`config.mk`:
```
export PLATFORM = sky130hd
export DESIGN_NAME = uart_rx_frame_flat
export DESIGN_NICKNAME = d
export VERILOG_FILES = /design/src/rtl/uart_rx_frame_pkg.sv /design/src/rtl/uart_rx_frame_if.sv /design/src/rtl/uart_rx_frame_baud_tick.sv /design/src/rtl/uart_rx_frame.sv /design/src/flat_wrapper.sv
export SDC_FILE = /design/constraint.sdc
export NUM_CORES = 1
export LEC_CHECK = 0
export CAP_MARGIN = 10
export CELL_PAD_IN_SITES_DETAIL_PLACEMENT = 1
export CELL_PAD_IN_SITES_GLOBAL_PLACEMENT = 1
export CORE_ASPECT_RATIO = 1.2
export CORE_MARGIN = 4
export CORE_UTILIZATION = 49
export CTS_BUF_LIST = sky130_fd_sc_hd__clkbuf_8 sky130_fd_sc_hd__clkbuf_16
export CTS_CLUSTER_SIZE = 12
export DETAILED_ROUTE_END_ITERATION = 7
export DONT_BUFFER_PORTS = 1
export PLACE_DENSITY = 0.83
export SLEW_MARGIN = 20
export SYNTH_ARGS = -nofsm -noshare
export SYNTH_HDL_FRONTEND = slang
export SYNTH_SLANG_ARGS = --single-unit
```
`constraint.sdc`:
```
create_clock -name clk -period 2.7 [get_ports clk]
set_clock_uncertainty 0.1 [all_clocks]
set_input_delay 0.54 -clock clk [delete_from_list [all_inputs] [get_ports clk]]
set_output_delay 0.54 -clock clk [all_outputs]
set_load 0.01 [all_outputs]
```
`src/rtl/uart_rx_frame_pkg.sv`:
```
// uart_rx_frame_pkg: receiver FSM state encoding and baud divider helper shared by the UART blocks
package uart_rx_frame_pkg;
    typedef enum logic [1:0] {IDLE = 2'd0, START = 2'd1, DATA = 2'd2, STOP = 2'd3} uart_state_t;
    function automatic int uart_div(input int clk_mhz, input int baud, input int os);
        return clk_mhz * 1_000_000 / (baud * os);
    endfunction
endpackage

```
`src/rtl/uart_rx_frame_if.sv`:
```
// uart_rx_frame_if: serial line in, valid/ready word out and status flags of the UART receiver
//   rx        serial line, idle high
//   rx_data   received word, stable while valid_out
//   valid_out rx_data holds an unconsumed word
//   ready_in  downstream accepts the word
//   rx_busy   receiver is inside a frame
//   frame_err one-cycle pulse, stop bit low, word dropped
//   overrun   one-cycle pulse, word dropped because holding register was full
//   master: receiver side, slave: line driver / word consumer side
interface uart_rx_frame_if #(parameter int DATA_WIDTH = 8);
    logic                  rx;
    logic [DATA_WIDTH-1:0] rx_data;
    logic                  valid_out;
    logic                  ready_in;
    logic                  rx_busy;
    logic                  frame_err;
    logic                  overrun;
    modport master (input rx, ready_in, output rx_data, valid_out, rx_busy, frame_err, overrun);
    modport slave (output rx, ready_in, input rx_data, valid_out, rx_busy, frame_err, overrun);
endinterface

```
`src/rtl/uart_rx_frame_baud_tick.sv`:
```
// uart_baud_tick: oversampling prescaler, counts 0..DIV-1 while en and pulses tick on DIV-1
//   clk, rst  clock, async active-high reset
//   en        count enable
//   clear     force the count back to 0
//   tick      combinational pulse on the last count while enabled
module uart_baud_tick #(
    parameter int DIV = 1
) (
    input  logic clk,
    input  logic rst,
    input  logic en,
    input  logic clear,
    output logic tick
);
    localparam int W = DIV > 1 ? $clog2(DIV) : 1;
    localparam logic [W-1:0] LAST = W'(DIV - 1);
    logic [W-1:0] cnt_q, cnt_d;
    assign tick = en && cnt_q == LAST;
    always_comb cnt_d = clear ? '0 : tick ? '0 : en ? cnt_q + 1'b1 : cnt_q;
    always_ff @(posedge clk or posedge rst)
        if (rst) cnt_q <= '0;
        else cnt_q <= cnt_d;
endmodule

```
`src/rtl/uart_rx_frame.sv`:
```
// uart_rx_frame: oversampling 8N1 UART receiver with a valid/ready holding register
//   clk, rst  clock, async active-high reset
//   bus       uart_rx_frame_if master: rx line in, rx_data/valid_out/ready_in, rx_busy, frame_err, overrun
module uart_rx_frame
    import uart_rx_frame_pkg::*;
#(
    parameter int DATA_WIDTH   = 8,
    parameter int BAUDRATE     = 9600,
    parameter int CLK_FREQ_MHZ = 125,
    parameter int OVERSAMPLE   = 16
) (
    input logic           clk,
    input logic           rst,
    uart_rx_frame_if.master bus
);
    localparam int DIV = uart_div(CLK_FREQ_MHZ, BAUDRATE, OVERSAMPLE);
    localparam int OS_W = $clog2(OVERSAMPLE);
    localparam int BIT_W = $clog2(DATA_WIDTH + 1);
    localparam logic [OS_W-1:0] OS_HALF = OS_W'(OVERSAMPLE / 2 - 1);
    localparam logic [OS_W-1:0] OS_LAST = OS_W'(OVERSAMPLE - 1);
    localparam logic [BIT_W-1:0] BIT_LAST = BIT_W'(DATA_WIDTH - 1);
    uart_state_t           state_q, state_d;
    logic [1:0]            sync_q, sync_d;
    logic                  prev_q;
    logic [OS_W-1:0]       os_q, os_d;
    logic [BIT_W-1:0]      bit_q, bit_d;
    logic [DATA_WIDTH-1:0] sh_q, sh_d, data_q, data_d;
    logic                  valid_q, valid_d, fe_q, fe_d, ov_q, ov_d;
    logic                  rx_s, fall, tick, busy;
    assign rx_s = sync_q[1];
    assign fall = prev_q & ~rx_s;
    assign busy = state_q != IDLE;
    uart_baud_tick #(.DIV(DIV)) u_tick (
        .clk  (clk),
        .rst  (rst),
        .en   (busy),
        .clear(~busy),
        .tick (tick)
    );
    always_comb begin
        sync_d  = {sync_q[0], bus.rx};
        state_d = state_q;
        os_d    = os_q;
        bit_d   = bit_q;
        sh_d    = sh_q;
        data_d  = data_q;
        valid_d = valid_q & ~bus.ready_in;
        fe_d    = 1'b0;
        ov_d    = 1'b0;
        case (state_q)
            IDLE: if (fall) begin
                state_d = START;
                os_d    = '0;
                bit_d   = '0;
            end
            START: if (tick) begin
                os_d = os_q + 1'b1;
                if (os_q == OS_HALF) begin
                    state_d = rx_s ? IDLE : DATA;
                    os_d    = '0;
                end
            end
            DATA: if (tick) begin
                os_d = os_q + 1'b1;
                if (os_q == OS_LAST) begin
                    os_d    = '0;
                    sh_d    = {rx_s, sh_q[DATA_WIDTH-1:1]};
                    bit_d   = bit_q + 1'b1;
                    state_d = bit_q == BIT_LAST ? STOP : DATA;
                end
            end
            default: if (tick) begin
                os_d = os_q + 1'b1;
                // Leaving at mid-stop leaves half a bit to catch a back-to-back start edge
                if (os_q == OS_LAST) begin
                    state_d = IDLE;
                    if (!rx_s) fe_d = 1'b1;
                    else if (!valid_q || bus.ready_in) begin
                        data_d  = sh_q;
                        valid_d = 1'b1;
                    end else ov_d = 1'b1;
                end
            end
        endcase
    end
    always_ff @(posedge clk or posedge rst)
        if (rst) begin
            state_q <= IDLE;
            sync_q  <= 2'b11;
            prev_q  <= 1'b1;
            os_q    <= '0;
            bit_q   <= '0;
            sh_q    <= '0;
            data_q  <= '0;
            valid_q <= 1'b0;
            fe_q    <= 1'b0;
            ov_q    <= 1'b0;
        end else begin
            state_q <= state_d;
            sync_q  <= sync_d;
            prev_q  <= rx_s;
            os_q    <= os_d;
            bit_q   <= bit_d;
            sh_q    <= sh_d;
            data_q  <= data_d;
            valid_q <= valid_d;
            fe_q    <= fe_d;
            ov_q    <= ov_d;
        end
    assign bus.rx_data   = data_q;
    assign bus.valid_out = valid_q;
    assign bus.rx_busy   = busy;
    assign bus.frame_err = fe_q;
    assign bus.overrun   = ov_q;
endmodule

```
`src/flat_wrapper.sv`:
```
// flat-port wrapper written by rule: the top's interface ports become plain ports
module uart_rx_frame_flat import uart_rx_frame_pkg::*;
#(
    parameter int DATA_WIDTH   = 8,
    parameter int BAUDRATE     = 9600,
    parameter int CLK_FREQ_MHZ = 125,
    parameter int OVERSAMPLE   = 16
)
  (clk, rst, bus_rx, bus_ready_in, bus_rx_data, bus_valid_out, bus_rx_busy, bus_frame_err, bus_overrun);
  uart_rx_frame_if #(.DATA_WIDTH(DATA_WIDTH)) bus_i ();
  input logic clk;
  input logic rst;
  input wire logic [$bits(bus_i.rx)-1:0] bus_rx;
  input wire logic [$bits(bus_i.ready_in)-1:0] bus_ready_in;
  output wire logic [$bits(bus_i.rx_data)-1:0] bus_rx_data;
  output wire logic [$bits(bus_i.valid_out)-1:0] bus_valid_out;
  output wire logic [$bits(bus_i.rx_busy)-1:0] bus_rx_busy;
  output wire logic [$bits(bus_i.frame_err)-1:0] bus_frame_err;
  output wire logic [$bits(bus_i.overrun)-1:0] bus_overrun;
  assign bus_i.rx = bus_rx;
  assign bus_i.ready_in = bus_ready_in;
  assign bus_rx_data = bus_i.rx_data;
  assign bus_valid_out = bus_i.valid_out;
  assign bus_rx_busy = bus_i.rx_busy;
  assign bus_frame_err = bus_i.frame_err;
  assign bus_overrun = bus_i.overrun;
  uart_rx_frame #(.DATA_WIDTH(DATA_WIDTH), .BAUDRATE(BAUDRATE), .CLK_FREQ_MHZ(CLK_FREQ_MHZ), .OVERSAMPLE(OVERSAMPLE)) u_core (.clk(clk), .rst(rst), .bus(bus_i));
endmodule
```
-- Yosys cells after proc, flatten, opt, wreduce, memory -nomap -nowiden
Cells that the tools add are included.
Widths: inputs -> output; s select.
- memories kept: 0
- bits in latches: 0
- RAM bits: 0
- bits in read-only memories: 0
- input bits: 4
- flip-flop bits (word level): 42
- reductions and logical operators: 14
- shift operators: 0
- muxes and demuxes: 36
- multiply operators: 0
- magnitude comparators: 0
- add/sub/neg operators: 3
- bitwise logic cells: 5
- equal/unequal tests: 11
- div/mod/pow operators: 0
- operators with widths (operator ; count):
    $mux 4 ; 8
    $mux 10 ; 2
    $mux 2 ; 8
    $mux 1 ; 15
    $pmux 4 s3 ; 1
    $add 10x1->10 const B ; 1
    $eq 10x10->1 const B ; 1
    $add 4x1->4 const B ; 2
    $eq 4x3->1 const B ; 2
    $pmux 4 s2 ; 1
    $reduce_and 4->1 ; 2
    $reduce_and 7->1 ; 1
    $ne 2x1->1 const B ; 3
    $pmux 2 s3 ; 1
    $reduce_bool 2->1 ; 3
    $reduce_and 5->1 ; 1
    $eq 4x4->1 const B ; 1
    $ne 2x2->1 const B ; 2
    $not 1->1 ; 3
    $reduce_and 3->1 ; 1
    $reduce_bool 3->1 ; 1
    $reduce_or 3->1 ; 1
    $and 1x1->1 ; 2
    $eq 2x1->1 const B ; 1
    other kinds (5) ; 5

-- Longest topological paths before layout
- word-level depth: 7
- gate-level depth with buffers: 7

-- Cells and area by module
A second synthesis with hierarchy kept.
- cells, all modules: 175
- area total of the unflattened synthesis: 1991.9 sq um
- modules (own cells, without submodules) (module ; cells each ; area each (sq um) ; times used):
    uart_rx_frame ; 110 ; 1416.4 ; 1
    uart_baud_tick ; 65 ; 575.6 ; 1

-- Worst setup path after synthesis
OpenSTA, ideal clock, no wires.
- kind: register -> register
- start point: register u_core.u_tick.cnt_q[0]
- end point: register u_core.data_q[0] (netlist: u_core.bus.rx_data[0])
- setup slack: 0.338 ns
- buffers on the path: 1
- arrival time: 2.138 ns
- data required time: 2.475 ns
- setup time: 0.125 ns
- cell stages (with the launch flop): 8
- path through: dfrtp_1 > inv_1 > ha_1 > nand2b_1 > or4_1 > buf_2 > nor4b_4 > mux2_2
- word-level cells in the longest chain between the ends: 3
- ends and longest elaborated chain (item ; RTL line ; text):
    from (decl) ; uart_rx_frame_baud_tick.sv:17 ; logic [W-1:0] cnt_q, cnt_d;
    from (signal assigned) ; uart_rx_frame_baud_tick.sv:22 ; else cnt_q <= cnt_d;
    $eq 10x10->1 ; uart_rx_frame_baud_tick.sv:18 ; assign tick = en && cnt_q == LAST;
    $logic_and 1x1->1 ; uart_rx_frame_baud_tick.sv:18 ;
    $reduce_and 5->1 (no source line) ; n/a ;
    to (signal assigned) ; uart_rx_frame.sv:105 ; data_q <= data_d;
    to (decl) ; uart_rx_frame.sv:27 ; logic [DATA_WIDTH-1:0] sh_q, sh_d, data_q, data_d;
No other way between the ends.
A chain may end at the register's enable or synchronous reset.

-- Worst setup path after layout
- start point: register u_core.u_tick.cnt_q[0]
- end point: register u_core.data_q[7] (netlist: u_core.bus.rx_data[7])
The elaborated chain is that of the path after synthesis.

==> flow_summary.yaml <==
layout:
  final_nets: 190
  fin_area_sq_mm: 0.00213
  area_growth_pct: 8.89
  register_area_sq_mm: 0.00105
  most-common-layout-cells: "39 x dfrtp_1, 18 x nand3_1, 16 x mux2_2, 14 x nor2_1, 13 x nand2_1"
  multi_input_area_sq_um: 857
  final_util_pct: 56.8
  fill_cells: 413
  final_layout_size_suffix_gt1_share_pct: 19.1
  final_common_cell: "dfrtp_1"
  num_antenna_cells: 0
yosys:
  syn_area_sq_mm: 0.00196
  synth_area_leaders: "dfrtp_1 50%, mux2_2 9.2%, nand3_1 4.6%, dfstp_2 4.0%, xnor2_1 3.1%"
  synth_top_cell_area_share_pct: 49.9
  yosys.area.top_type: "dfrtp_1"
  ys_types: 34
  ys_ff_latch: 42
  syn_inst: 175
  synth-seq-area-share_pct: 53.9
  syn_nets: 183
  avgSynthCellArea_sq_um: 11.2
  yosys_warnings: 0
detailed_routing:
  drc: 0
  via_per_inst: 5.92
  drt_iter0_drc: 61
  wl_per_cell_microns: 18.9
  vias: 1392
  first_pass_iters: 4
  final_antenna_net_count: 0
  routed_wl_mm: 4.44
sta:
  tightestPinTransition_ns: 0.830
  slew-limit-headroom_pct: 43.9
  setup_viol: 0
  drv_slew: 0
  period_share_pct: 93.5
  hold_violations: 0
  fmax_mhz: 396
  rsz0062_at_grt: "no"
  fin_tns_setup_ns: 0
  fin_crit_ns: 2.52
  finalWorstSetupSlack_ns: 0.175
clock_tree:
  cts_buffer_depth: 2
  cts_tree: "yes"
  cts-resized-gates: 0
  post_cts_buffers: 0
  cts.sinks: 42
  cts_made_buffers: 5
  htree_levels: 2
  clkTransAtPathRegs_ns: 0.08
  clk_latency_ns: 0.30
  cts_hold_buffers: 0
  clock-root-buffer: "clkbuf_8"
pwr:
  internal-power_mw: 0.943
  power.switching_mw: 0.440
  sequentialPowerShare_pct: 53.0
  vdd_drop_max_mv: 0.382
  switching_share_pct: 31.8
  p_leak_nw: 0.957
  clkPwrFrac_pct: 29.6
  power_density_mw_per_mm2: 649
  combPwrFrac_pct: 17.5
min_path:
  holdCritPathClass: "in -> reg"
floorplan:
  die_area_sq_mm: 0.00507
  chipWidth_microns: 65.7
  die_y_microns: 77.2
  start_util_pct: 52.1
  placementRows: 24
  core_area_sq_mm: 0.00375
  ios: 16
grt:
  grt_max_degree: 43
  grtUsageTotal_pct: 19.5
  grt_pass1_wl_mm: 7.49
  antenna_found_initial: 0
  grt_pass1_vias: 1529
  gr-total-overflow: 0
critical_path:
  worstSetupStartpointType: "flop"
  worstPathRequired_ns: 2.78
  crit_path_cell_trace: "inv_1 -> ha_1 -> nand2b_1 -> or4_1 -> nor4b_4 -> buf_4 -> mux2_2"
  slowest_delay_ns: 0.65
  crit_path_max_fanout: 8
  cp_top_family: "simple AND/OR/NAND/NOR gates"
  crit_path_top_delay_cell: "or4_1"
  worstSetupEndpointType: "flop"
  critical_path_class: "reg -> reg"
  path_buf_inv: 2
  arrival_ns: 2.61
outcome:
  status: "completed"
placement:
  portBuffers: 0
  gp_congestion: 0.855
  dp_hpwl_mm: 3.07
  place_area_sq_mm: 0.00204
  pre_cts_ws_ns: 0.204
flow_run:
  cap_violations: 0
-- synth_stat cells --
library cell  count
xor2_1            2
mux2i_1           2
nor2_1           14
and3_1            3
ha_1              4
o21ai_0           7
nor3_1            6
buf_2             3
nand3b_1          1
nor2b_1           1
or4_1             2
dfstp_2           3
nor4_1            4
mux2_2           16
a2bb2oi_1         1
nand2b_1          3
a21o_1            1
inv_1             5
xnor2_1           7
nor4bb_1          1
or3_1             1
nor3b_1           2
nand2_1          13
a31oi_1           2
nor4b_4           1
a211oi_1          1
nand3_1          18
dfrtp_1          39
clkbuf_1          3
o31ai_1           1
o211ai_1          4
o22ai_1           1
nand4bb_4         1
nor4b_1           2
-- metal layers --
layer  GRT usage [%]  vias up  wire length, microns  part of all wire [%]
li1                -      636                     -                     -
met5               0        -                     0                     0
met2            33.2       29                  2340                    53
met1            22.3      715                  1820                    41
met3            4.24       12                   149                   3.4
met4            10.2        0                   133                   3.0
-- metrics by stage --
| stage | instances | hold WS, ns | power (mW) |
|---|---|---|---|
| finish | 235 | 0.130 | 1.38 |
| CTS | 235 | 0.122 | 1.40 |
| global route | 235 | 0.117 | 1.46 |
| floorplan | 175 | 0.245 | 0.898 |
| detailed placement | 227 | 0.254 | 0.981 |
| global placement | 227 | 0.247 | 0.958 |
-- layout make-up --
class,count,area share (%)
Sequential cell,42,49.5
Multi-Input combinational cell,122,40.2
Clock buffer,5,3.23
Tap cell,52,3.05
Timing Repair Buffer,6,2.11
Clock inverter,3,0.998
Inverter,5,0.881
-- power by group through the flow --
stage | clock network, mW | registers (mW) | logic (mW)
2_1_floorplan | 0 | 0.723 | 0.175
3_3_place_gp | 0 | 0.733 | 0.225
3_5_place_dp | 0 | 0.742 | 0.239
4_1_cts | 0.420 | 0.732 | 0.246
5_1_grt | 0.449 | 0.738 | 0.274
6_report | 0.409 | 0.733 | 0.241
-- flip-flops by register name, summed over array words and instances, names as in the netlist --
signal	cells
u_core.os_q	4
u_core.sh_q	8
u_core.bus.frame_err	1
u_core.bit_q	4
u_core.bus.rx_data	8
u_core.bus.valid_out	1
u_core.bus.overrun	1
u_core.u_tick.cnt_q	10
u_core.state_q	2
u_core.sync_q	2
u_core.prev_q	1
-- worst paths after layout --
kind	from	end	slack [ns]	cells past startpoint
worst max-delay path	u_core.u_tick.cnt_q[0]$_DFF_PP0_	u_core.bus.rx_data[7]$_DFFE_PP0P_	0.18	7
worst min-delay path	bus_rx	u_core.sync_q[0]$_DFF_PP1_	0.13	0
worst max register to register	u_core.u_tick.cnt_q[0]$_DFF_PP0_	u_core.bus.rx_data[7]$_DFFE_PP0P_	0.18	7
worst min register to register	u_core.sync_q[0]$_DFF_PP1_	u_core.sync_q[1]$_DFF_PP1_	0.27	0
max in group asynchronous	rst	u_core.prev_q$_DFF_PP1_	1.97	2
min in group asynchronous	rst	u_core.sh_q[4]$_DFFE_PP0P_	0.16	2
-- cell families (layout without fill, tap and decap cells) --
kind of cell / after synthesis / in the layout / synth area share, %
AND/OR/NAND/NOR: 73 / 73 / 21.1
flip-flops: 42 / 42 / 53.9
AO/OA/AOI/OAI: 18 / 18 / 5.88
multiplexers: 18 / 18 / 10.2
buffers and inverters: 11 / 19 / 2.30
XOR/XNOR: 9 / 9 / 4.03
adder cells (fa/ha/maj): 4 / 4 / 2.56
Power figures use the tool's default switching activity.
